==> config.mk <==
export PLATFORM = sky130hd
export DESIGN_NAME = reg_file_32x32
export DESIGN_NICKNAME = d
export VERILOG_FILES = /design/src/rtl/reg_file_32x32.sv
export SDC_FILE = /design/constraint.sdc
export NUM_CORES = 2
export LEC_CHECK = 0
export ABC_AREA = 1
export CAP_MARGIN = 10
export CELL_PAD_IN_SITES_DETAIL_PLACEMENT = 0
export CELL_PAD_IN_SITES_GLOBAL_PLACEMENT = 1
export CORE_UTILIZATION = 40
export CTS_CLUSTER_DIAMETER = 200
export DETAILED_ROUTE_END_ITERATION = 12
export PLACE_DENSITY_LB_ADDON = 0.1
export SLEW_MARGIN = 20
export SYNTH_ARGS = -nofsm -noshare
export SYNTH_HDL_FRONTEND = slang
export SYNTH_SLANG_ARGS = --single-unit
==> constraint.sdc <==
create_clock -name clk -period 3.62 [get_ports clk]
set_input_delay 0.724 -clock clk [delete_from_list [all_inputs] [get_ports clk]]
set_output_delay 0.724 -clock clk [all_outputs]
set_load 0.02 [all_outputs]
==> src/rtl/reg_file_32x32.sv <==
// MIPS register file: 32 x DATA_W storage, one synchronous write port, two combinational
// read ports built from per-bit 32:1 slices, r0 hardwired to zero, optional write->read bypass.

module reg_file_32x32_mux32to1 (
   input  logic [31:0] d,
   input  logic [4:0]  sel,
   output logic        y
);
   assign y = d[sel];
endmodule

module reg_file_32x32 #(
   parameter int DATA_W = 32,
   parameter bit BYPASS = 1'b1
) (
   input  logic              clk,
   input  logic              rst_n,
   input  logic              wr_en,
   input  logic [4:0]        wr_addr,
   input  logic [DATA_W-1:0] wr_data,
   input  logic [4:0]        rd_addr_a,
   input  logic [4:0]        rd_addr_b,
   output logic [DATA_W-1:0] rd_data_a,
   output logic [DATA_W-1:0] rd_data_b
);

   // r0 has no storage at all; its column inputs are tied low below
   logic [DATA_W-1:0]        regs [1:31];
   logic [31:0]              wr_sel;
   logic [DATA_W-1:0][31:0]  col;
   logic [DATA_W-1:0]        mux_a, mux_b;
   logic                     byp_ok, hit_a, hit_b;

   // One-hot decode gated by wr_en, so an unknown wr_addr while idle selects nothing
   always_comb begin
      wr_sel = '0;
      for (int r = 1; r < 32; r++)
         wr_sel[r] = wr_en && (wr_addr == 5'(r));
   end

   always_ff @(posedge clk or negedge rst_n) begin
      if (!rst_n) begin
         for (int r = 1; r < 32; r++) regs[r] <= '0;
      end else begin
         for (int r = 1; r < 32; r++)
            if (wr_sel[r]) regs[r] <= wr_data;
      end
   end

   always_comb begin
      col = '0;
      for (int i = 0; i < DATA_W; i++)
         for (int r = 1; r < 32; r++)
            col[i][r] = regs[r][i];
   end

   for (genvar i = 0; i < DATA_W; i++) begin : g_slice
      reg_file_32x32_mux32to1 u_mux_a (.d(col[i]), .sel(rd_addr_a), .y(mux_a[i]));
      reg_file_32x32_mux32to1 u_mux_b (.d(col[i]), .sel(rd_addr_b), .y(mux_b[i]));
   end

   // wr_addr != 0 keeps r0 reads at zero even on a bypass hit
   assign byp_ok = BYPASS && rst_n && wr_en && (wr_addr != 5'd0);
   assign hit_a  = byp_ok && (rd_addr_a == wr_addr);
   assign hit_b  = byp_ok && (rd_addr_b == wr_addr);

   assign rd_data_a = hit_a ? wr_data : mux_a;
   assign rd_data_b = hit_b ? wr_data : mux_b;

endmodule

==> parameters.txt <==
Parameter                              Value

Clock network
  Clock-pin slew on the worst setup and hold paths ... 0.06 ns
  Setup Fix Bufs, Post-CTS ... 0
  TritonCTS clock tree ... done
  Library cell used as clock root buffer ... sky130_fd_sc_hd__clkbuf_16
  Largest buffer count on any clock path ... 3
  Clock sink count ... 992
  Number of CTS-inserted buffers ... 120
  H-tree depth ... 3
  Worst-skew pair later-pin latency ... 0.74 ns

Layout
  Area growth, synth to finish ... 17.42%
  Post-layout nets ... 8885
  Post-route cell area ... 68630 sq um
  Layout Utilization ... 47.54%
  Proportion of layout cells with a drive suffix above 1 ... 7.992%
  FILL cells ... 14950
  Flip-flop count of the largest register, all copies and words added ... 992

Logic synthesis
  Most repeated cell in the gate-level netlist after synthesis ... sky130_fd_sc_hd__nand2_1
  Total nets after synthesis ... 8947
  Count of state elements after synthesis ... 992
  Ranking of synthesized cells by area ... sky130_fd_sc_hd__dfrtp_1, sky130_fd_sc_hd__nand2_1, sky130_fd_sc_hd__nand3_1
  Post-synth top area share ... 42.47%
  Syn Std Cell Area ... 58450 sq um
  Number of synthesized flops with an enable pin ... 0
  Dominant register cell in the synthesized netlist ... sky130_fd_sc_hd__dfrtp_1
  Async S/R FF share, synth ... 100.0%
  Post-synthesis cell type with the largest combined area ... sky130_fd_sc_hd__dfrtp_1
  Netlist cell types ... 20
  Leading cell types by count after synthesis ... sky130_fd_sc_hd__nand2_1, sky130_fd_sc_hd__nand3_1, sky130_fd_sc_hd__dfrtp_1, sky130_fd_sc_hd__o21ai_0, sky130_fd_sc_hd__inv_1
  Fraction of the yosys area taken by sequential cells ... 42.47%
  Gate count of the mapped netlist ... 8897
  Mean instance size in the synthesized netlist ... 6.569 sq um
  YS warnings ... 0

Floorplan
  Horiz. Die Dim ... 384.3 microns
  Effective utilization at floorplan ... 40.49%
  Core Footprint ... 144400 sq um
  Die Outline Area ... 147600 sq um
  Std-Cell Rows ... 139
  Height of the die ... 384.3 microns
  Num ports ... 114

Placed design
  Area of placed instances ... 64480 sq um
  # port buffers ... 113
  Post-detail-place hpwl ... 157.7 mm
  Last weighted congestion value of the routability-driven placer ... 0.8985

Worst setup path
  Cell with the largest stage delay on the worst path ... sky130_fd_sc_hd__clkdlybuf4s50_1
  Path type of the worst setup path ... input port to output port
  Max Fanout on Critical Path ... 21
  Slowest Stage Delay on Critical Path ... 0.49 ns
  Most numerous cell on the critical path ... sky130_fd_sc_hd__nand2_1
  CP arrival ... 2.85 ns
  Type of origin of the critical path ... input port
  Crit end category ... output port
  Worst EP required ... 2.90 ns
  Worst path cell trace ... clkdlybuf4s50_1, buf_4, nand2_1, nand4_1, nor3_2, nand2_2, buf_12, inv_2, buf_12, nand2_1, nand2_1, clkdlybuf4s15_1

Routing
  Total iterations of the first detailed-routing run ... 7
  Starting DRC count in detailed routing ... 6739
  Routed via count divided by cell count ... 5.571
  Via count of the routed design ... 60390
  Number of remaining DRC errors ... 0
  Wire length per cell ... 23.44 microns
  Number of routed nets with antenna violations ... 0
  WL final ... 254.1 mm

Global route
  Initial antenna violation count ... 12
  Pin count of the biggest net entering global routing ... 167
  Global-route wire length before repair ... 378.5 mm
  Via count of the first global-routing pass ... 56450
  Global route overflow ... 0
  Combined global-route utilization of all metal layers ... 34.18%

Timing
  Final worst path period share ... 98.83%
  Unrepaired setup endpoints after global routing ... yes
  Final Hold Fails ... 0
  Final setup vio count ... 0
  Tmin final ... 3.578 ns
  Post-Route Skew ... 0 ns
  Max Fclk ... 279.5 MHz
  Final count of pins violating max slew ... 0
  Worst slew pin tran ... 1.048 ns
  Rel. slew slack ... 30.03%

Pwr
  Worst ir drop on vdd ... 0.3949 mV
  Leakage dissipation ... 35.01 nW
  Internal power ... 23.80 mW
  Proportion of total power due to net switching ... 32.64%
  Power dissipated by switching net loads ... 11.54 mW
  Sequential group share of total power ... 40.5%
  Power density relative to cell area ... 514.9 nW/um^2
  Portion of total power attributed to combinational logic ... 22.9%
  Final Total Pwr ... 35.34 mW
  Clock Power Share ... 36.6%

Run status
  Result of the run ... complete, no violations

Job
  Number of max-cap violations ... 0

Hold path
  Worst min-delay path category ... flip-flop to flip-flop
## critical path: cells and delay by family
family | cells | cell delay (ns)
buf+inv | 6 | 1.44
simple gates | 6 | 0.63
## per-stage QoR
stage          hold slack (ns)   TNS, ns  cells  setup slack, ns
6_report                0.4815         0  10840          0.04245
5_1_grt                 0.4925  -0.04336  10840         -0.01352
4_1_cts                 0.4872         0  10840          0.01463
3_5_place_dp            0.4724    -16.19  10620          -0.3835
3_3_place_gp            0.4657    -14.36  10620          -0.3844
2_1_floorplan           0.4284         0   8897           0.9912
## final timing paths
kind / from / endpoint / slack (ns) / cells after the start
worst min register to register: col[602] / col[602] / 0.48 / 2
worst max register to register: col[359] / col[359] / 2.88 / 2
worst min-delay path: col[602] / col[602] / 0.48 / 2
worst max-delay path: wr_addr[2] / rd_data_b[13] / 0.04 / 12
min in group asynchronous: rst_n / col[176] / 0.71 / 3
max in group asynchronous: rst_n / col[1023] / 0.84 / 5
## logic make-up (layout without fill, tap and decap cells)
kind of cell | after synthesis | count (layout) | synth area share, %
xor+xnor | 4 | 4 | 0.05994
buf+inv | 1616 | 1653 | 10.98
other cells | 0 | 3 | 0
flops | 992 | 992 | 42.47
simple gates | 5290 | 5290 | 37.96
compound gates | 995 | 995 | 8.525
## layout by cell type (no fill, tap or decap), types with 5 or more instances in the layout
cell type	synthesis	final
sky130_fd_sc_hd__dfrtp_1	992	992
sky130_fd_sc_hd__clkdlybuf4s50_1	0	36
sky130_fd_sc_hd__clkbuf_8	0	38
sky130_fd_sc_hd__dlygate4sd2_1	0	35
sky130_fd_sc_hd__inv_1	877	872
sky130_fd_sc_hd__o21ai_0	992	992
sky130_fd_sc_hd__nand2_4	0	27
sky130_fd_sc_hd__buf_12	0	166
sky130_fd_sc_hd__nand3_4	0	5
sky130_fd_sc_hd__clkbuf_1	406	23
sky130_fd_sc_hd__nand2_1	3303	3283
sky130_fd_sc_hd__buf_4	9	273
sky130_fd_sc_hd__bufinv_16	0	13
sky130_fd_sc_hd__clkinv_2	0	22
sky130_fd_sc_hd__buf_8	0	5
sky130_fd_sc_hd__inv_2	8	5
sky130_fd_sc_hd__nand3_1	1829	1822
sky130_fd_sc_hd__clkbuf_16	0	121
sky130_fd_sc_hd__nor2_1	141	141
sky130_fd_sc_hd__clkbuf_2	1	8
sky130_fd_sc_hd__clkdlybuf4s15_1	0	13
## per-layer routing
| layer | routed length, microns | track usage (%) | vias up |
|---|---|---|---|
| met5 | 57 | 0 | - |
| li1 | - | - | 28060 |
| met4 | 10510 | 13.28 | 10 |
| met3 | 19880 | 5.211 | 520 |
| met2 | 112400 | 53.32 | 2689 |
| met1 | 111200 | 47.51 | 29110 |
## timing repair
item                                   CTS  global route
hold buffers                             1             0
gates resized for setup                 73            32
setup endpoints to repair               63            23
endpoints found under the hold margin   18             0
## cell type report
class / count / area, sq um / share of cell area [%]
Timing Repair Buffer: 546 / 6395 / 9.318
Clock buffer: 180 / 3610 / 5.260
Clock inverter: 41 / 564.3 / 0.8222
Antenna cell: 3 / 7.507 / 0.01094
Multi-Input combinational cell: 6289 / 27480 / 40.04
Sequential cell: 992 / 24820 / 36.17
Tap cell: 1903 / 2381 / 3.469
Inverter: 886 / 3371 / 4.912
## power by group through the flow
stage               sequential [mW]  combinational (mW)  clock [mW]
finish                         14.3                8.11        12.9
CTS                            14.3                8.07        13.1
floorplan                      14.2                5.40           0
detailed placement             14.5                8.09           0
global placement               14.4                7.98           0
global route                   14.6                9.25        13.5
Power figures use the tool's default switching activity.
